**src/rtl/proj_pkg.sv**
```systemverilog
// Shared constants for the extender/collector pair, plus the one-hot base decode table.
package proj_pkg;
    localparam int FRAG_LEN_BITS     = 256;
    localparam int FRAG_SIZE         = 128;
    localparam int KMER_SIZE         = 16;
    localparam int FRAG_PART         = 32;
    localparam int BASE_LEN          = 2;
    localparam int ONE_HOT_LEN       = 4;
    localparam int FRAG_PART_ONE_HOT = FRAG_PART / BASE_LEN * ONE_HOT_LEN;
    localparam int INDICE_LEN        = 10;
    localparam int SIGNED_INDICE_LEN = INDICE_LEN + 1;
    localparam int BASES_PER_PART    = FRAG_PART / BASE_LEN;

    localparam int EXTENDER_INDEX_OFFSET = (FRAG_SIZE - KMER_SIZE) >> 1;
    localparam int EXTENDER_PARTS_COUNT  = FRAG_LEN_BITS / FRAG_PART;
    localparam int PART_CNT_W            = $clog2(EXTENDER_PARTS_COUNT);

    // Returns {valid, base}; anything that is not exactly one-hot is flagged and maps to base 00.
    function automatic logic [2:0] onehot_to_base(input logic [3:0] nib);
        logic [2:0] res;
        case (nib)
            4'b0001: res = 3'b100;
            4'b0010: res = 3'b101;
            4'b0100: res = 3'b110;
            4'b1000: res = 3'b111;
            default: res = 3'b000;
        endcase
        return res;
    endfunction
endpackage

```
**src/rtl/proj_onehot_part_decoder.sv**
```systemverilog
// Combinational decode of one one-hot fragment part into packed 2-bit bases.
module proj_onehot_part_decoder
    import proj_pkg::*;
(
    input  logic [FRAG_PART_ONE_HOT-1:0] in_onehot,
    output logic [FRAG_PART-1:0]         out_bits,
    output logic                         out_invalid
);
    logic [BASES_PER_PART-1:0] nib_ok;

    for (genvar j = 0; j < BASES_PER_PART; j++) begin : g_nib
        logic [2:0] dec;
        assign dec                             = onehot_to_base(in_onehot[ONE_HOT_LEN*j +: ONE_HOT_LEN]);
        assign nib_ok[j]                       = dec[2];
        assign out_bits[BASE_LEN*j +: BASE_LEN] = dec[1:0];
    end

    assign out_invalid = ~&nib_ok;
endmodule

```
**src/rtl/proj_gfm_collector.sv**
```systemverilog
// Reassembles one-hot fragment parts into a packed fragment, recovers the k-mer index,
// and presents the result through a one-entry valid/ready output register.
module proj_gfm_collector
    import proj_pkg::*;
(
    input  logic                                clk,
    input  logic                                rst_n,
    input  logic                                in_valid,
    output logic                                in_ready,
    input  logic [FRAG_PART_ONE_HOT-1:0]        in_gfm,
    input  logic signed [SIGNED_INDICE_LEN-1:0] in_index,
    output logic                                out_valid,
    input  logic                                out_ready,
    output logic [FRAG_LEN_BITS-1:0]            out_fragment,
    output logic [INDICE_LEN-1:0]               out_index,
    output logic                                out_err,
    output logic [15:0]                         out_frag_count
);
    localparam logic [PART_CNT_W-1:0] LAST_PART = PART_CNT_W'(EXTENDER_PARTS_COUNT - 1);
    localparam logic signed [SIGNED_INDICE_LEN-1:0] IDX_OFS =
        SIGNED_INDICE_LEN'(EXTENDER_INDEX_OFFSET);

    logic [PART_CNT_W-1:0]               part_q, part_d;
    logic [FRAG_LEN_BITS-1:0]            asm_q, asm_d;
    logic [INDICE_LEN-1:0]               idx_q, idx_d;
    logic signed [SIGNED_INDICE_LEN-1:0] ref_idx_q, ref_idx_d;
    logic                                err_q, err_d;
    logic                                out_valid_q, out_valid_d;
    logic [FRAG_LEN_BITS-1:0]            out_fragment_q, out_fragment_d;
    logic [INDICE_LEN-1:0]               out_index_q, out_index_d;
    logic                                out_err_q, out_err_d;
    logic [15:0]                         out_frag_count_q, out_frag_count_d;

    logic [FRAG_PART-1:0]                part_bits;
    logic                                part_bad;
    logic signed [SIGNED_INDICE_LEN-1:0] idx_sum;
    logic                                accept;
    logic                                load;
    logic                                frag_err;

    proj_onehot_part_decoder u_dec (
        .in_onehot   (in_gfm),
        .out_bits    (part_bits),
        .out_invalid (part_bad)
    );

    // Only the last part can stall, and only while the output register is full and not draining.
    assign in_ready = (part_q != LAST_PART) || !out_valid_q || out_ready;
    assign accept   = in_valid && in_ready;
    assign load     = accept && (part_q == LAST_PART);
    assign idx_sum  = in_index + IDX_OFS;

    always_comb begin
        part_d           = part_q;
        asm_d            = asm_q;
        idx_d            = idx_q;
        ref_idx_d        = ref_idx_q;
        err_d            = err_q;
        out_valid_d      = out_valid_q;
        out_fragment_d   = out_fragment_q;
        out_index_d      = out_index_q;
        out_err_d        = out_err_q;
        out_frag_count_d = out_frag_count_q;

        // Part 0 starts a fresh error history; later parts accumulate into it.
        if (part_q == '0) begin
            frag_err = part_bad | idx_sum[SIGNED_INDICE_LEN-1];
        end else begin
            frag_err = err_q | part_bad | (in_index != ref_idx_q);
        end

        if (accept) begin
            part_d = (part_q == LAST_PART) ? '0 : part_q + 1'b1;
            asm_d[FRAG_PART*part_q +: FRAG_PART] = part_bits;
            err_d = frag_err;
            if (part_q == '0) begin
                ref_idx_d = in_index;
                idx_d     = idx_sum[SIGNED_INDICE_LEN-1] ? '0 : idx_sum[INDICE_LEN-1:0];
            end
        end

        if (load) begin
            out_valid_d      = 1'b1;
            out_fragment_d   = asm_d;
            out_index_d      = idx_d;
            out_err_d        = frag_err;
            out_frag_count_d = out_frag_count_q + 16'd1;
        end else if (out_ready) begin
            out_valid_d = 1'b0;
        end
    end

    always_ff @(posedge clk) begin
        if (!rst_n) begin
            part_q           <= '0;
            asm_q            <= '0;
            idx_q            <= '0;
            ref_idx_q        <= '0;
            err_q            <= 1'b0;
            out_valid_q      <= 1'b0;
            out_fragment_q   <= '0;
            out_index_q      <= '0;
            out_err_q        <= 1'b0;
            out_frag_count_q <= '0;
        end else begin
            part_q           <= part_d;
            asm_q            <= asm_d;
            idx_q            <= idx_d;
            ref_idx_q        <= ref_idx_d;
            err_q            <= err_d;
            out_valid_q      <= out_valid_d;
            out_fragment_q   <= out_fragment_d;
            out_index_q      <= out_index_d;
            out_err_q        <= out_err_d;
            out_frag_count_q <= out_frag_count_d;
        end
    end

    assign out_valid      = out_valid_q;
    assign out_fragment   = out_fragment_q;
    assign out_index      = out_index_q;
    assign out_err        = out_err_q;
    assign out_frag_count = out_frag_count_q;
endmodule

```
**config.mk**
```make
export PLATFORM = sky130hd
export DESIGN_NAME = proj_gfm_collector
export DESIGN_NICKNAME = d
export VERILOG_FILES = /design/src/rtl/proj_pkg.sv /design/src/rtl/proj_onehot_part_decoder.sv /design/src/rtl/proj_gfm_collector.sv
export SDC_FILE = /design/constraint.sdc
export NUM_CORES = 1
export LEC_CHECK = 0
export BUFFER_PORTS_ARGS = -buffer_cell sky130_fd_sc_hd__buf_4
export CELL_PAD_IN_SITES_DETAIL_PLACEMENT = 0
export CELL_PAD_IN_SITES_GLOBAL_PLACEMENT = 2
export CORE_MARGIN = 8
export CORE_UTILIZATION = 34
export CTS_CLUSTER_SIZE = 28
export DETAILED_ROUTE_END_ITERATION = 10
export PLACE_DENSITY = 0.82
export SLEW_MARGIN = 20
export SYNTH_ARGS = -nofsm -noshare
export SYNTH_HDL_FRONTEND = slang
export SYNTH_SLANG_ARGS = --single-unit
export TNS_END_PERCENT = 20
```
**constraint.sdc**
```tcl
create_clock -name clk -period 3 [get_ports clk]
set_input_delay 0.6 -clock clk [delete_from_list [all_inputs] [get_ports clk]]
set_output_delay 0.6 -clock clk [all_outputs]
set_load 0.05 [all_outputs]
```
==> flow_metrics.tcl, run 1 <==
set metrics [dict create \
    setup_viol 0 \
    rows 91 \
    max_clock_freq_mhz 363 \
    path_clk_slew_ps 60 \
    maxCapViolCount 0 \
    cp_max_fo 14 \
    cts_resized 0 \
    grt_max_degree 124 \
    start_util 0.342 \
    route.antenna.remaining_nets 0 \
    cts-root-buf "clkbuf_16" \
    muxShareOfSynthArea 0.0744 \
    cp.arrival_ps 3240 \
    async_flop_share 0 \
    grtUsageTotal 0.202 \
    place_inst 3315 \
    postSynthCellCount 2264 \
    syn_area_um2 21000 \
    core_area_um2 61400 \
    cts_tree "built" \
    relSlewSlack 0.495 \
    worstSetupPathType "reg -> reg" \
    post-route-period-util 0.917 \
    numCtsBuffers 60 \
    dieArea_um2 70000 \
    ctsHoldBuffers 0 \
    fin_nets 2672 \
    clock-skew-final_ps 30.9 \
    clkSinkCount 565 \
    synth_edf_count 0 \
    max_slew.worst_pin.slew_ps 751 \
    drc 0 \
    synth_warnings 0 \
    critPathMaxStageDelay_ps 550 \
    routed_wirelength_mm 73.7 \
    wire_per_inst_um 21.5 \
    vias 17400 \
    area_delta_synth_final_pct 27.6 \
    htree_levels 2 \
    syn_area_per_cell_um2 9.27 \
    met2_usage 0.314 \
    grtUsageMet1 0.277 \
    busiest_layer "met2" \
    viasPerCell 5.08 \
    io_pins 364 \
    cp_data_required_time_ps 3490 \
    yosys_register_bits 565 \
    place_hpwl_mm 51.4 \
    drive_above_1_share 0.223 \
    outcome "finished, final reports clean" \
    rsz0062_at_grt "no" \
    synth_flop_cell "dfxtp_1" \
    cp_num_buf_inv 1 \
    slowest_stage "and2_1" \
    gr-total-overflow 0 \
    synth_nets 2349 \
    critPathTopFamily "simple AND/OR/NAND/NOR gates" \
    min-delay-path-class "in -> reg" \
    grtUsageMet3 0.0455 \
    crit_path_cell_trace "ha_1 > ha_1 > nand3b_1 > and2_1 > nand2_1 > buf_4 > nand2_1 > o21ai_1 > o21ba_2" \
    cts_setup_buffers 0 \
    grt_pass1_vias 16900 \
    antenna_found_initial 4 \
    cp-end-kind "flip-flop" \
    gp_congestion 0.825 \
    synth_simple_gate_area_frac 0.162 \
    synth_top_family_by_area "simple AND/OR/NAND/NOR gates" \
    setup_tns_ps 0 \
    p_leak_nw 10.8 \
    finalHoldViolations 0 \
    grt_pass1_wl_mm 110 \
    drt_iter0_markers 1174 \
    port_buffers 363 \
    die_h_um 264 \
    clkLatencyLatePin_ps 620 \
    power.density_nw_per_um2 592 \
    synth_seq_area_share 0.539 \
    drt_pass1_iterations 5 \
    final_max_slew_viol_count 0 \
    synth_compound_area_frac 0.154 \
    period_minus_slack_ps 2750 \
    startpoint_type "flip-flop" \
    synth-xor-area-share 0.0259 \
    fin_cells 3426 \
    synthAdderAreaFrac 0.00358 \
    synth_cell_type_count 45 \
    die_x_um 264 \
    ir_drop_mv 0.463 \
    cts_max_path_buffers 3 \
]
==> cell usage after synthesis (13+ instances only) <==
| cell | instances | share of area |
|---|---|---|
| buf_4 | 13 | 0.0046 |
| nor4_1 | 21 | 0.0063 |
| a21oi_1 | 211 | 0.050 |
| nor2_1 | 519 | 0.093 |
| xnor2_1 | 43 | 0.018 |
| a22oi_1 | 50 | 0.018 |
| o21ai_0 | 142 | 0.034 |
| mux2i_1 | 156 | 0.074 |
| or3_1 | 23 | 0.0069 |
| nor3_2 | 22 | 0.010 |
| nand2_1 | 31 | 0.0055 |
| nor3_1 | 30 | 0.0072 |
| dfxtp_1 | 565 | 0.54 |
| a211oi_1 | 129 | 0.046 |
| xor2_1 | 19 | 0.0079 |
| nor4b_1 | 32 | 0.013 |
| clkbuf_1 | 108 | 0.019 |
| buf_2 | 43 | 0.010 |
| and2_1 | 28 | 0.0083 |
==> layer usage <==
layer / vias up / share of wire
met5: - / 0.00011
met4: 2 / 0.028
met3: 104 / 0.078
met2: 498 / 0.44
met1: 8308 / 0.45
li1: 8502 / -
==> report_power, final <==
part	switching, W	total [W]	internal [W]	leakage (nW)
clock network	0.00307	0.00743	0.00437	0.983
logic	0.000595	0.000877	0.000282	5.22
registers	0.0000152	0.00755	0.00754	4.55
==> final timing paths <==
path	cells past startpoint	startpoint	slack (ps)	endpoint
worst min-delay path	3	in_valid	290	part_q[1]
worst max-delay path	9	part_q[1]	250	out_index[7]
worst min register to register	2	asm_q[50]	480	asm_q[50]
worst max register to register	9	part_q[1]	250	out_index[7]
==> kinds of logic (layout without fill, tap and decap cells) <==
logic type                 count (synthesis)  in the layout
muxes                                    156            156
and+or+nand+nor                          740            740
other                                      0              2
buffers and inverters                    188            558
adders and majority gates                  6              6
DFF                                      565            565
xor gates and xnor gates                  62             62
AOI/OAI and AO/OA                        547            547
==> through the flow <==
stage / power [W] / worst slack [ps] / util / hold WS, ps / instance area, um^2
after global routing: 0.0164 / 69.2 / 0.437 / 269 / 26800
after global placement: 0.00858 / 347 / 0.404 / 456 / 24800
final: 0.0159 / 248 / 0.437 / 287 / 26800
after detailed placement: 0.00859 / 299 / 0.404 / 466 / 24800
after CTS: 0.0160 / 260 / 0.437 / 245 / 26800
after floorplan: 0.00817 / 473 / - / 446 / 21000
==> flip-flops by register name, indices dropped and copies added (netlist names) <==
signal,count
out_index,10
out_frag_count,16
idx_q,10
ref_idx_q,11
out_err,1
out_valid,1
out_fragment,256
part_q,3
err_q,1
asm_q,256
==> tightest hold or removal path, delay by kind of cell <==
family	cells	cell delay, ps
compound gates	1	80
buf+inv	1	110
simple gates	1	80
==> cell usage in the layout (no fill, tap or decap), types with 27 or more instances in the layout <==
cell type	count
a211oi_1	129
a21oi_1	211
a22oi_1	50
and2_1	27
buf_4	423
clkbuf_16	62
dfxtp_1	564
mux2i_1	156
nand2_1	31
nor2_1	519
nor3_1	29
nor4b_1	32
o21ai_0	142
xnor2_1	43
==> area by class of cell <==
cell class                 count  area (um^2)
sequential                   565        11300
fill                        5963        34600
tap                          790          988
clock inverter                21          199
antenna                        2         5.00
clock buffer                  88         1790
inverter                       7         33.8
multi-input combinational   1511         8910
timing repair buffer         442         3560
(Power assumes the default switching activity.)
==> inputs of run 2 (changes only) <==
--- a/config.mk
+++ b/config.mk
@@ -13,6 +13,7 @@
 export CTS_CLUSTER_SIZE = 28
 export DETAILED_ROUTE_END_ITERATION = 10
 export PLACE_DENSITY = 0.82
+export SETUP_SLACK_MARGIN = 0.4
 export SLEW_MARGIN = 20
 export SYNTH_ARGS = -nofsm -noshare
 export SYNTH_HDL_FRONTEND = slang
==> flow_metrics.tcl, run 2 (synthesized netlist as in run 1, its figures left out) <==
set metrics [dict create \
    rrSetupSlack_ps 480 \
    min-delay-path-class "in -> reg" \
    startpoint_type "flip-flop" \
    worstSetupPathType "reg -> reg" \
    final_cell_mix "dfxtp_1, nor2_1, buf_4" \
    period_minus_slack_ps 2520 \
    ctsHoldBuffers 0 \
    drt_iter0_markers 1218 \
    path_clk_slew_ps 60 \
    gr-total-overflow 0 \
    setup_slack_ps 483 \
    antenna_found_initial 4 \
    cp-end-kind "flip-flop" \
    numCtsBuffers 60 \
    power.density_nw_per_um2 590 \
    finalHoldViolations 0 \
    outcome "finished, final reports clean" \
    multi_input_comb_area_um2 8930 \
    drt_pass1_iterations 5 \
    setup_tns_ps 0 \
    max_slew.worst_pin.slew_ps 764 \
    vias 17500 \
    wire_per_inst_um 21.5 \
    die_x_um 264 \
    fin_nets 2680 \
    core_area_um2 61400 \
    port_buffers 363 \
    htree_levels 2 \
    maxCapViolCount 0 \
    routed_wirelength_mm 73.7 \
    post-route-period-util 0.839 \
    post-place-ws_ps 299 \
    fillCellCount 5959 \
    grt_max_degree 124 \
    p_leak_nw 10.8 \
    area_delta_synth_final_pct 28.0 \
    cp_max_fo 31 \
    final_max_slew_viol_count 0 \
    cp_data_required_time_ps 3520 \
    grt_pass1_wl_mm 110 \
    drive_above_1_share 0.226 \
    ir_drop_mv 0.465 \
    gp_congestion 0.825 \
    clock-skew-final_ps 31.7 \
    cts_max_path_buffers 3 \
    final_core_util 0.438 \
    max_clock_freq_mhz 397 \
    layout.area.seq_um2 11300 \
    relSlewSlack 0.487 \
    grt_pass1_vias 16900 \
    io_pins 364 \
    die_h_um 264 \
    clkLatencyLatePin_ps 620 \
    clkSinkCount 565 \
    fin_cells 3433 \
    cp.arrival_ps 3040 \
    drc 0 \
    dieArea_um2 70000 \
    setup_viol 0 \
    rows 91 \
    viasPerCell 5.08 \
    place_hpwl_mm 51.4 \
    start_util 0.342 \
    layout_commonest_cell "dfxtp_1" \
    grtUsageTotal 0.202 \
    cts_tree "built" \
    rsz0062_at_grt "yes" \
    place_inst 3315 \
    cts-root-buf "clkbuf_16" \
    route.antenna.remaining_nets 0 \
]
-- run 2: cell count changes in the layout (fill, tap and decap cells not counted), sizes merged --
cell / delta
buf: +8
diode: -1
-- run 2: worst paths after layout --
check / from / end / cells after the start
worst max-delay path: part_q[1] / out_fragment[96] / 10
worst min-delay path: in_index[9] / ref_idx_q[9] / 3
worst max register to register: part_q[1] / out_fragment[96] / 10
worst min register to register: asm_q[50] / asm_q[50] / 2
-- run 2: per-stage QoR --
step                      total power, W  area [um^2]  hold WS, ps
after floorplan                  0.00817        21000          446
after global placement           0.00858        24800          456
after detailed placement         0.00859        24800          466
after CTS                         0.0160        26800          245
after global routing              0.0164        26900          269
final                             0.0159        26900          289
-- run 2: where the power goes --
| part | leakage [nW] | total, W | internal [W] | switching, W |
|---|---|---|---|---|
| clock network | 0.983 | 0.00743 | 0.00437 | 0.00306 |
| logic | 5.27 | 0.000884 | 0.000285 | 0.000599 |
| registers | 4.55 | 0.00755 | 0.00754 | 0.0000152 |
| total | 10.8 | 0.0159 | 0.0122 | 0.00367 |
-- run 2: worst max-delay path, cell delays in order, from the launching register on --
cell	delay, ps
dfxtp_1	370
inv_1	90
ha_1	220
ha_4	230
buf_12	210
nor4_2	360
buf_4	250
nand2_1	170
nor2_1	180
a21oi_1	80
a211oi_1	230
-- run 2: timing repair --
item                       4_1_cts  5_1_grt
pin swaps                        0        1
setup buffers                    0        8
setup endpoints to repair       54       22
gates resized for setup          2        3
-- run 2: layout make-up --
class | count | share of cell area
clock inverters | 21 | 0.00740
multi-input cells | 1511 | 0.332
flip-flops and latches | 565 | 0.421
clock buffers | 88 | 0.0666
inverters | 7 | 0.00126
repair buffers | 450 | 0.135
diodes | 1 | 0.0000931
well taps | 790 | 0.0368
-- run 2: layer usage --
metal  wire (um)  global-route usage
met4        2010              0.0647
met3        5130              0.0455
met5           8                   0
met2       32700               0.314
met1       33900               0.277
==> inputs of run 3 (changes only) <==
--- a/config.mk
+++ b/config.mk
@@ -9,10 +9,10 @@
 export CELL_PAD_IN_SITES_DETAIL_PLACEMENT = 0
 export CELL_PAD_IN_SITES_GLOBAL_PLACEMENT = 2
 export CORE_MARGIN = 8
-export CORE_UTILIZATION = 34
+export CORE_UTILIZATION = 31
 export CTS_CLUSTER_SIZE = 28
 export DETAILED_ROUTE_END_ITERATION = 10
-export PLACE_DENSITY = 0.82
+export PLACE_DENSITY = 0.79
 export SETUP_SLACK_MARGIN = 0.4
 export SLEW_MARGIN = 20
 export SYNTH_ARGS = -nofsm -noshare
==> constraint.sdc (replaced) <==
create_clock -name clk -period 2.2 [get_ports clk]
set_input_delay 0.44 -clock clk [delete_from_list [all_inputs] [get_ports clk]]
set_output_delay 0.44 -clock clk [all_outputs]
set_load 0.05 [all_outputs]
==> flow_metrics.tcl, run 3 (synthesized netlist as in run 1, its figures left out) <==
set metrics [dict create \
    outcome "finished, violations left" \
    violations "negative setup slack" \
    postLayoutCellArea_um2 32500 \
    p_sw_w 0.00555 \
    layout_commonest_cell "dfxtp_1" \
    port_buffers 363 \
    relSlewSlack 0.634 \
    cp.arrival_ps 2780 \
    worstHoldStart "in_index[0]" \
    fin_cells 3683 \
    place_inst 3490 \
    antenna_found_initial 3 \
    setup_slack_ps -111 \
    cts-root-buf "clkbuf_16" \
    cp_max_fo 8 \
    cp_data_required_time_ps 2670 \
    io_pins 364 \
    swShare 0.240 \
    die_h_um 276 \
    p_leak_nw 12.1 \
    grt_max_degree 126 \
    route.antenna.remaining_nets 0 \
    rr_startpoint "part_q[1]" \
    p_int_w 0.0175 \
    ir_drop_mv 0.419 \
    numCtsBuffers 66 \
    dpl-instance-area_um2 26100 \
    viasPerCell 5.08 \
    finalHoldViolations 0 \
    fin_nets 2847 \
    place_hpwl_mm 55.9 \
    htree_levels 3 \
    final_cell_mix "dfxtp_1, nor2_1, buf_4" \
    diodes 0 \
    start_util 0.313 \
    path_clk_slew_ps 60 \
    grtUsageTotal 0.209 \
    sequentialPowerShare 0.446 \
    setup_viol 122 \
    die_x_um 276 \
    startpoint_type "flip-flop" \
    power.density_nw_per_um2 711 \
    clock-skew-final_ps 25.3 \
    routed_wirelength_mm 84.6 \
    core_area_um2 67200 \
    startpoint "part_q[1]" \
    rows 95 \
    max_slew.worst_pin.slew_ps 545 \
    whs_ps 128 \
    rsz0062_at_grt "yes" \
    clkLatencyLatePin_ps 600 \
    clkSinkCount 565 \
    period_minus_slack_ps 2310 \
    cts_max_path_buffers 3 \
    gr-total-overflow 0 \
    power_w 0.0231 \
    dieArea_um2 76300 \
    comb_power_share 0.075 \
    drive_above_1_share 0.404 \
    ctsHoldBuffers 0 \
    worstSetupPathType "reg -> reg" \
    final_max_slew_viol_count 0 \
    cts_tree "built" \
    post-route-period-util 1.05 \
    vias 18700 \
    grt_pass1_wl_mm 123 \
    drc 0 \
    clkPwrFrac 0.479 \
    max_clock_freq_mhz 433 \
    final_core_util 0.483 \
    drt_iter0_markers 1032 \
    gp_congestion 0.854 \
    grt_pass1_vias 18500 \
    maxCapViolCount 0 \
    area_delta_synth_final_pct 54.6 \
    cp-end-kind "flip-flop" \
    drt_pass1_iterations 5 \
    min-delay-path-class "in -> reg" \
    wire_per_inst_um 23.0 \
]
[run 3: cell count changes in the layout (fill, tap and decap cells not counted), sizes merged, moves of 4 or more]
cell / before / now
bufinv: 3 / 7
inv: 7 / 12
bufbuf: 0 / 4
buf: 450 / 600
clkbuf: 88 / 92
[run 3: cell type report]
type	instances	area [um^2]
Clock inverter	29	377
Tap cell	873	1090
Clock buffer	87	1790
Multi-Input combinational cell	1513	11800
Fill cell	6168	34700
Inverter	7	36.3
Sequential cell	565	11300
Timing Repair Buffer	609	6080
[run 3: through the flow]
| step | setup WS (ps) | setup TNS (ps) |
|---|---|---|
| 2_1_floorplan | -78.2 | -10580 |
| 3_3_place_gp | -139 | -1020 |
| 3_5_place_dp | -172 | -1560 |
| 4_1_cts | -76.2 | -1030 |
| 5_1_grt | -191 | -19520 |
| 6_report | -111 | -6090 |
[run 3: worst max-delay path: stages, from the launching register on]
cell	delay [ps]
dfxtp_2	330
buf_6	120
ha_4	150
ha_4	150
nand3b_1	170
nand4b_1	190
buf_4	200
nor2b_4	120
buf_12	150
buf_6	120
buf_16	140
mux2i_4	240
a211oi_1	90
[run 3: final timing paths]
check	endpoint	slack, ps	cells after the start
setup / recovery	out_fragment[132]	-110	12
setup reg to reg	out_fragment[132]	-110	12
hold reg to reg	asm_q[253]	480	2
hold / removal	ref_idx_q[0]	130	3
[run 3: layer usage]
metal	vias up	share of wire	global-route usage
li1	8918	-	-
met1	9164	0.44	0.275
met2	517	0.47	0.346
met3	110	0.060	0.0457
met4	2	0.023	0.0562
met5	-	0.00020	0
[run 3: power groups by stage]
stage / registers [W] / clock network, W / logic, W
3_3_place_gp: 0.0105 / 0 / 0.00134
4_1_cts: 0.0103 / 0.0113 / 0.00160
5_1_grt: 0.0103 / 0.0117 / 0.00182
3_5_place_dp: 0.0105 / 0 / 0.00135
2_1_floorplan: 0.0105 / 0 / 0.000662
6_report: 0.0103 / 0.0111 / 0.00174
[run 3: what timing repair did]
action | CTS | global route
pin swaps | 136 | 141
resized for setup | 382 | 227
endpoints found under the setup margin | 560 | 561
gates cloned | 24 | 4
setup buffers | 43 | 6
